$ cat config.mk
export PLATFORM = sky130hd
export DESIGN_NAME = peso_alvo
export DESIGN_NICKNAME = d
export VERILOG_FILES = /design/src/rtl/peso_alvo.sv
export SDC_FILE = /design/constraint.sdc
export NUM_CORES = 1
export LEC_CHECK = 0
export CAP_MARGIN = 20
export CELL_PAD_IN_SITES_DETAIL_PLACEMENT = 1
export CELL_PAD_IN_SITES_GLOBAL_PLACEMENT = 1
export CORE_MARGIN = 2
export CORE_UTILIZATION = 36
export CTS_CLUSTER_DIAMETER = 200
export DETAILED_ROUTE_END_ITERATION = 12
export GPL_TIMING_DRIVEN = 0
export PLACE_DENSITY = 0.82
export RECOVER_POWER = 100
export SYNTH_ARGS = -nofsm -noshare
export SYNTH_HDL_FRONTEND = slang
export SYNTH_SLANG_ARGS = --single-unit
$ cat constraint.sdc
create_clock -name clk -period 2.2 [get_ports clk]
set_clock_uncertainty 0.05 [all_clocks]
set_input_delay 0.22 -clock clk [delete_from_list [all_inputs] [get_ports clk]]
set_output_delay 0.22 -clock clk [all_outputs]
set_load 0.01 [all_outputs]
$ cat src/rtl/peso_alvo.sv
// ============================================================================
//  Module   : peso_alvo
//  Purpose  : Target weight for pre-pay mode: weight_kg = total_price / price_per_kg,
//             restoring divider producing one quotient bit per clock.
//  Option   : PESO_ALVO_ROUND_EN rounds the quotient to nearest (saturating).
//  Revision : 1.0  initial release
// ============================================================================
`default_nettype none

module peso_alvo #(
    parameter int WIDTH = 16
) (
    input  logic             clk,
    input  logic             rst,
    input  logic             start,
    input  logic [WIDTH-1:0] total_price,
    input  logic [WIDTH-1:0] price_per_kg,
    output logic             busy,
    output logic             done,
    output logic [WIDTH-1:0] weight_kg,
    output logic [WIDTH-1:0] remainder,
    output logic             div_by_zero
);

    localparam int CNT_W = (WIDTH > 1) ? $clog2(WIDTH) : 1;

    typedef enum logic [1:0] {
        S_IDLE = 2'd0,
        S_CALC = 2'd1,
        S_DONE = 2'd2
    } state_t;

    state_t           r_state;
    state_t           w_state_next;
    logic [WIDTH-1:0] r_dividend;
    logic [WIDTH-1:0] r_divisor;
    logic [WIDTH-1:0] r_rem;
    logic [CNT_W-1:0] r_cnt;

    logic             w_accept;
    logic [WIDTH:0]   w_partial;
    logic             w_ge;
    logic [WIDTH-1:0] w_diff;
    logic [WIDTH-1:0] w_rem_next;
    logic [WIDTH-1:0] w_quot_next;
    logic [WIDTH-1:0] w_result;

    // Quotient bits shift into the dividend register from the LSB side as the
    // dividend bits leave from the MSB side, so after WIDTH steps it holds the quotient.
    assign w_accept    = start && (r_state == S_IDLE || r_state == S_DONE);
    assign w_partial   = {r_rem, r_dividend[WIDTH-1]};
    assign w_ge        = (w_partial >= {1'b0, r_divisor});
    assign w_diff      = w_partial[WIDTH-1:0] - r_divisor;
    assign w_rem_next  = w_ge ? w_diff : w_partial[WIDTH-1:0];
    assign w_quot_next = {r_dividend[WIDTH-2:0], w_ge};

`ifdef PESO_ALVO_ROUND_EN
    logic w_round_up;
    assign w_round_up = ({w_rem_next, 1'b0} >= {1'b0, r_divisor});
    assign w_result   = (w_round_up && !(&w_quot_next)) ? w_quot_next + 1'b1 : w_quot_next;
`else
    assign w_result   = w_quot_next;
`endif

    always_comb begin
        w_state_next = r_state;
        busy         = 1'b0;
        done         = 1'b0;
        case (r_state)
            S_IDLE, S_DONE: begin
                done = (r_state == S_DONE);
                if (start) begin
                    w_state_next = (price_per_kg == '0) ? S_DONE : S_CALC;
                end else begin
                    w_state_next = S_IDLE;
                end
            end
            S_CALC: begin
                busy = 1'b1;
                if (r_cnt == '0) begin
                    w_state_next = S_DONE;
                end
            end
            default: w_state_next = S_IDLE;
        endcase
    end

    always_ff @(posedge clk) begin
        if (rst) begin
            r_state     <= S_IDLE;
            r_dividend  <= '0;
            r_divisor   <= '0;
            r_rem       <= '0;
            r_cnt       <= '0;
            weight_kg   <= '0;
            remainder   <= '0;
            div_by_zero <= 1'b0;
        end else begin
            r_state <= w_state_next;
            if (w_accept) begin
                r_dividend  <= total_price;
                r_divisor   <= price_per_kg;
                r_rem       <= '0;
                r_cnt       <= CNT_W'(WIDTH - 1);
                div_by_zero <= (price_per_kg == '0);
                if (price_per_kg == '0) begin
                    weight_kg <= '1;
                    remainder <= total_price;
                end
            end else if (r_state == S_CALC) begin
                r_dividend <= w_quot_next;
                r_rem      <= w_rem_next;
                r_cnt      <= r_cnt - 1'b1;
                if (r_cnt == '0) begin
                    weight_kg <= w_result;
                    remainder <= w_rem_next;
                end
            end
        end
    end

endmodule

`default_nettype wire

==> flow_metrics.tcl, run 1 <==
set metrics [dict create \
    outcome "complete, but fails checks" \
    violations "negative setup slack" \
    synthTopCellsByArea "dfxtp_1, a21oi_1, a22oi_1, nand2_1, ha_1" \
    ys_ff_latch 87 \
    power_leakage_nw 2.605 \
    cts_buffers 9 \
    p_seq_frac 0.283 \
    power_frac_comb 0.455 \
    yosysMostFrequentCell "dfxtp_1" \
    yosysSeqAreaShare 0.3912 \
    grt_max_degree 18 \
    grt_overflow 0 \
    fin_nets 724 \
    cts_tree "built" \
    crit_arrival_ps 2860 \
    p_int_mw 3.976 \
    rsz0062_at_grt "yes" \
    dieArea_um2 13270 \
    critPathCaptureType "flop" \
    worstHoldStart "price_per_kg[9]" \
    fin_crit_sh 1.198 \
    row_count 40 \
    post-dp-hpwl_mm 12.09 \
    setup_ws_ps -434.5 \
    cts_hold_buf 0 \
    hold_slack_ps 399.6 \
    reg2reg_slack_ps -430 \
    finalHoldViolCount 0 \
    netlist_instances 540 \
    crit_fanout 10 \
    via_per_inst 6.255 \
    num-fill-cells 1373 \
    p_sw_mw 2.410 \
    h-tree-depth 3 \
    ios 70 \
    start_kind "input pin" \
    syn-mean-instance-area_um2 8.244 \
    power_mw 6.387 \
    fmax_ghz 0.3796 \
    first_global_vias 5388 \
    drc 0 \
    wl_per_cell_um 25.01 \
    synth-edff-count 0 \
    netlist_area_um2 4452 \
    synth_top_area_cell "dfxtp_1" \
    synthFlopType "dfxtp_1" \
    dr_total_vias 5279 \
    p_clk_frac 0.263 \
    root_buffer "clkbuf_16" \
    rr_worst_depth 11 \
    place_area_um2 5451 \
    slew-limit-headroom 0.4408 \
    min_path_cells 3 \
    gp_congestion 0.8750 \
    criticalPathCategory "input pin to flop" \
    ant_nets 0 \
    clockBufferDepth 2 \
    synth.distinct_cells 56 \
    area_delta_synth_final_pct 52.75 \
    min_to "r_divisor[9]" \
    synth_common_cells "dfxtp_1, nand2_1, a21oi_1" \
    drtIter0Drc 597 \
    core_um2 12060 \
    path_clk_slew_ps 80 \
    slew_violations 0 \
    die_w_um 115.2 \
    syn_nets 593 \
    hold_path.class "input pin to flop" \
    ir_drop_v 0.0006386 \
    drv_cap 0 \
    clock_latency_ps 360 \
    start_util 0.3691 \
    r2r_end "r_rem[12]" \
    first_pass_iters 6 \
    finalSetupViolCount 44 \
    drive_gt1_frac 0.2914 \
    grt_usage 0.2969 \
    fin_crit_ps 2635 \
    worstReg2RegStart "r_dividend[15]" \
    yosys_warnings 0 \
    cp.required_ps 2430 \
    switching_share 0.3774 \
    portBuffers 69 \
    utilization 0.5638 \
    drt_wl_total_mm 21.11 \
    grt_antenna_before_repair 0 \
    yosysTopAreaCellShare 0.3912 \
    p_per_area_nw_per_um2 939.2 \
    worst_pin_slew_ps 838.8 \
    async_flop_share 0 \
    cts.sinks 87 \
    grt_pass1_wl_mm 29.78 \
    fin_area_um2 6800 \
    antenna_cells 0 \
    die_h_um 115.2 \
]
[repair_timing]
action	4_1_cts	5_1_grt
setup endpoints to repair	53	65
gates cloned	4	0
setup buffers	39	10
gates resized for setup	112	51
pin swaps	26	31
[cells in the final DEF, fill, tap and decap left out, types with 4 or more instances in the layout]
master	synthesis	routed
a22oi_1	33	30
dfxtp_2	0	22
ha_4	0	14
nand2_1	60	57
nand4_1	14	14
xnor2_1	11	7
xnor2_2	0	4
dfxtp_1	87	63
o211ai_1	8	8
clkbuf_2	0	5
nor2_2	0	4
nand2b_1	7	6
inv_2	0	8
a21oi_2	0	10
clkbuf_1	25	21
clkbuf_16	0	9
nand3_1	23	20
buf_4	0	39
o21ai_0	14	14
buf_6	2	15
nor3_1	10	9
clkdlybuf4s50_1	0	33
mux2i_1	12	7
inv_1	22	13
o22ai_1	17	16
nor4_2	0	4
a21oi_1	55	45
dlygate4sd3_1	0	36
nor2_1	43	36
[through the flow]
stage | worst slack, ps | instances | setup TNS, ps
after floorplan | 0.8238 | 540 | 0
after global placement | -1076 | 777 | -31900
after detailed placement | -1191 | 777 | -37940
after CTS | -227.2 | 836 | -2287
after global routing | -507.1 | 844 | -12260
final | -434.5 | 844 | -9494
[power groups by stage]
stage	clock network, mW	logic, mW	registers [mW]
after detailed placement	0	1.65	1.82
after global routing	1.73	3.01	1.81
final	1.68	2.90	1.81
after floorplan	0	1.13	1.81
after CTS	1.65	2.40	1.79
after global placement	0	1.61	1.81
[critical path: stages]
cell and delay [ps]:
dlygate4sd3_1 560, nor2b_1 140, clkbuf_1 240, nor2_1 680, clkbuf_1 490, o21ai_0 300, a21oi_2 230
[worst max-delay path by stage]
stage,end,start
2_1_floorplan,r_rem[14],r_divisor[12]
3_3_place_gp,remainder[14],price_per_kg[0]
3_5_place_dp,remainder[14],price_per_kg[0]
4_1_cts,r_rem[14],r_dividend[15]
5_1_grt,r_rem[12],r_dividend[15]
6_report,r_rem[6],start
[area by class of cell]
cell class / instances / area, um^2 / share of cell area
tap: 168 / 210.2 / 0.03091
clock buffer: 9 / 225.2 / 0.03312
buffer: 35 / 207.7 / 0.03054
inverter: 23 / 88.84 / 0.01306
sequential: 87 / 1777 / 0.2613
multi-input combinational: 394 / 3043 / 0.4475
clock inverter: 7 / 86.33 / 0.01270
timing repair buffer: 121 / 1162 / 0.1709
[routing by layer]
metal  global-route usage  up-vias  part of all wire
li1                     -     2253                 -
met1               0.3459     2606              0.37
met2               0.5082      329              0.49
met3              0.07222       91             0.091
met4               0.1494        0             0.047
met5                    0        -                 0
[flip-flops by register name (all words and copies together), names as in the netlist]
signal,flops
r_dividend,16
remainder,16
weight_kg,16
div_by_zero,1
r_rem,16
r_cnt,4
r_state,2
r_divisor,16
[cells by family after synthesis]
| logic type | synth area share |
|---|---|
| and+or+nand+nor | 0.1897 |
| AOI/OAI and AO/OA | 0.2546 |
| DFF | 0.3912 |
| buffers and inverters | 0.05424 |
| adders and majority gates | 0.05228 |
| xor gates and xnor gates | 0.02754 |
| muxes | 0.03035 |
Power figures use the tool's default switching activity.
==> run 2, diff against run 1 <==
--- a/config.mk
+++ b/config.mk
@@ -9,12 +9,14 @@
 export CELL_PAD_IN_SITES_DETAIL_PLACEMENT = 1
 export CELL_PAD_IN_SITES_GLOBAL_PLACEMENT = 1
 export CORE_MARGIN = 2
-export CORE_UTILIZATION = 36
+export CORE_UTILIZATION = 37
+export CTS_BUF_LIST = sky130_fd_sc_hd__clkbuf_4
 export CTS_CLUSTER_DIAMETER = 200
 export DETAILED_ROUTE_END_ITERATION = 12
 export GPL_TIMING_DRIVEN = 0
-export PLACE_DENSITY = 0.82
+export PLACE_DENSITY = 0.84
 export RECOVER_POWER = 100
+export SLEW_MARGIN = 20
 export SYNTH_ARGS = -nofsm -noshare
 export SYNTH_HDL_FRONTEND = slang
 export SYNTH_SLANG_ARGS = --single-unit
==> run 2 against run 1 <==
The run still ends with negative setup slack left. Utilization up 1.7 points. Fmax barely moved. Clock power down 44%. First-iteration DRC count grew 0.17%. Count of clock-buffer cells in the layout unchanged. Setup slack better by 0.55 ps. Non-clock buffer count increased by 15. Largest power group unchanged. Routed wire length rose by 13%. Die area decreased by 2.6%. Global-route usage increased by 0.91 points. Final area is 1.4% higher. Via count grew 4.3%.
==> flow_metrics.tcl, run 2 (synthesis results as in run 1) <==
set metrics [dict create \
    outcome "complete, but fails checks" \
    violations "negative setup slack" \
    path_clk_slew_ps 170 \
    critPathCaptureType "flop" \
    dp.cells 756 \
    row_count 40 \
    start_kind "flop" \
    slew-limit-headroom 0.5033 \
    h-tree-depth 3 \
    drtIter0Drc 598 \
    finalHoldViolCount 0 \
    cp.required_ps 2540 \
    fin_nets 739 \
    ant_nets 0 \
    cts_tree "built" \
    regArea_um2 1805 \
    worstHoldStart "price_per_kg[1]" \
    rsz0062_at_grt "yes" \
    layout_commonest_cell "dfxtp_1" \
    dr_total_vias 5505 \
    worst_pin_slew_ps 745.0 \
    gp_congestion 0.9347 \
    clock_latency_ps 520 \
    first_pass_iters 6 \
    drv_cap 0 \
    cts_buffers 9 \
    first_global_vias 5578 \
    rr_worst_depth 10 \
    start_util 0.3753 \
    num-fill-cells 1330 \
    wl_per_cell_um 28.37 \
    grt_overflow 0 \
    layout_common_cells "dfxtp_1, nand2_1, buf_4, a21oi_1, nor2_1" \
    root_buffer "clkbuf_4" \
    drive_gt1_frac 0.3386 \
    grt_usage 0.3060 \
    fmax_ghz 0.3797 \
    stdcell_count 838 \
    utilization 0.5812 \
    worstReg2RegStart "r_dividend[15]" \
    min_path_cells 3 \
    crit_fanout 3 \
    reg2reg_slack_ps -430 \
    grt_max_degree 17 \
    r2r_end "remainder[14]" \
    area_delta_synth_final_pct 54.86 \
    drt_wl_total_mm 23.78 \
    hold_path.class "input pin to flop" \
    multiInputGateArea_um2 3202 \
    dieArea_um2 12930 \
    setup_ws_ps -434.0 \
    crit_arrival_ps 2970 \
    min_to "r_divisor[1]" \
    via_per_inst 6.569 \
    clockBufferDepth 2 \
    antenna_cells 0 \
    core_um2 11860 \
    fin_crit_sh 1.197 \
    grt_antenna_before_repair 0 \
    fin_crit_ps 2634 \
    ios 70 \
    cts_hold_buf 0 \
    drc 0 \
    finalSetupViolCount 44 \
    portBuffers 69 \
    slew_violations 0 \
    die_h_um 113.7 \
    power_leakage_nw 2.636 \
    cts.sinks 87 \
    grt_pass1_wl_mm 30.35 \
    p_per_area_nw_per_um2 871.6 \
    post-dp-hpwl_mm 12.01 \
    die_w_um 113.7 \
    ir_drop_v 0.0003840 \
    criticalPathCategory "flop to flop" \
]
-- run 2: cell count changes in the layout (fill, tap and decap cells not counted), moves of 4 or more --
cell and delta:
buf_6 -5, clkbuf_16 -9, clkbuf_4 +9, buf_4 +16, nand3_1 -4, dfxtp_1 -5, dfxtp_4 +9, dfxtp_2 -4
-- run 2: critical path, cell delays in order (launching register included) --
cell and delay (ps):
dfxtp_4 410, inv_4 50, ha_4 160, fa_2 410
nor2b_4 180, o2111ai_4 150, nand3b_1 270, a221oi_2 140
nor4_4 420, buf_4 190, o221ai_2 80
-- run 2: timing repair --
item | CTS | global route
cloned | 4 | 0
pin swaps | 57 | 46
gates resized for setup | 128 | 79
hold endpoints to repair | 0 | 0
setup buffers | 54 | 13
setup endpoints to repair | 46 | 67
-- run 2: where the power goes --
| part | internal, mW | leakage [nW] | switching (mW) |
|---|---|---|---|
| Combinational | 1.51 | 1.85 | 1.76 |
| Sequential | 1.69 | 0.726 | 0.115 |
| Clock | 0.241 | 0.0594 | 0.697 |
| Total | 3.44 | 2.64 | 2.57 |
-- run 2: metrics by stage --
step,setup WS [ps],power [mW],hold WS [ps],setup TNS (ps),instance area (um^2)
after floorplan,0.8238,2.931,306.0,0,4551
after global placement,-1154,3.404,394.1,-33930,5425
after detailed placement,-1150,3.466,399.4,-36800,5425
after CTS,-218.0,5.246,258.9,-3174,6531
after global routing,-452.0,6.103,245.3,-11920,6894
final,-434.0,6.009,213.8,-10240,6894
-- run 2: worst max-delay path by stage --
stage                                 from       endpoint  slack [ps]  depth (start not counted)
after floorplan              r_divisor[12]      r_rem[14]         0.8                         10
after global placement    price_per_kg[11]   remainder[7]       -1150                          8
after detailed placement  price_per_kg[11]  remainder[14]       -1150                          8
after CTS                   r_dividend[15]      r_rem[14]        -220                         10
after global routing        r_dividend[15]  remainder[14]        -450                         10
final                       r_dividend[15]  remainder[14]        -430                         10
-- run 2: per-layer routing --
layer	vias up	GRT usage	wire length (um)
li1	2278	-	-
met1	2644	0.3438	8695
met2	416	0.5297	11200
met3	167	0.06429	1956
met4	0	0.1911	1926
met5	-	0	0
-- run 2: area by class of cell --
class | instances | share of cell area
multi-input combinational | 394 | 0.4644
sequential | 87 | 0.2619
timing repair buffer | 137 | 0.1900
tap | 147 | 0.02668
buffer | 34 | 0.02650
inverter | 23 | 0.01289
clock buffer | 9 | 0.009800
clock inverter | 7 | 0.007804
==> run 3, diff against run 2 <==
--- a/config.mk
+++ b/config.mk
@@ -5,7 +5,6 @@
 export SDC_FILE = /design/constraint.sdc
 export NUM_CORES = 1
 export LEC_CHECK = 0
-export CAP_MARGIN = 20
 export CELL_PAD_IN_SITES_DETAIL_PLACEMENT = 1
 export CELL_PAD_IN_SITES_GLOBAL_PLACEMENT = 1
 export CORE_MARGIN = 2
==> results of run 3 <==
No change in the layout: final DEF, timing and power equal those of run 2.
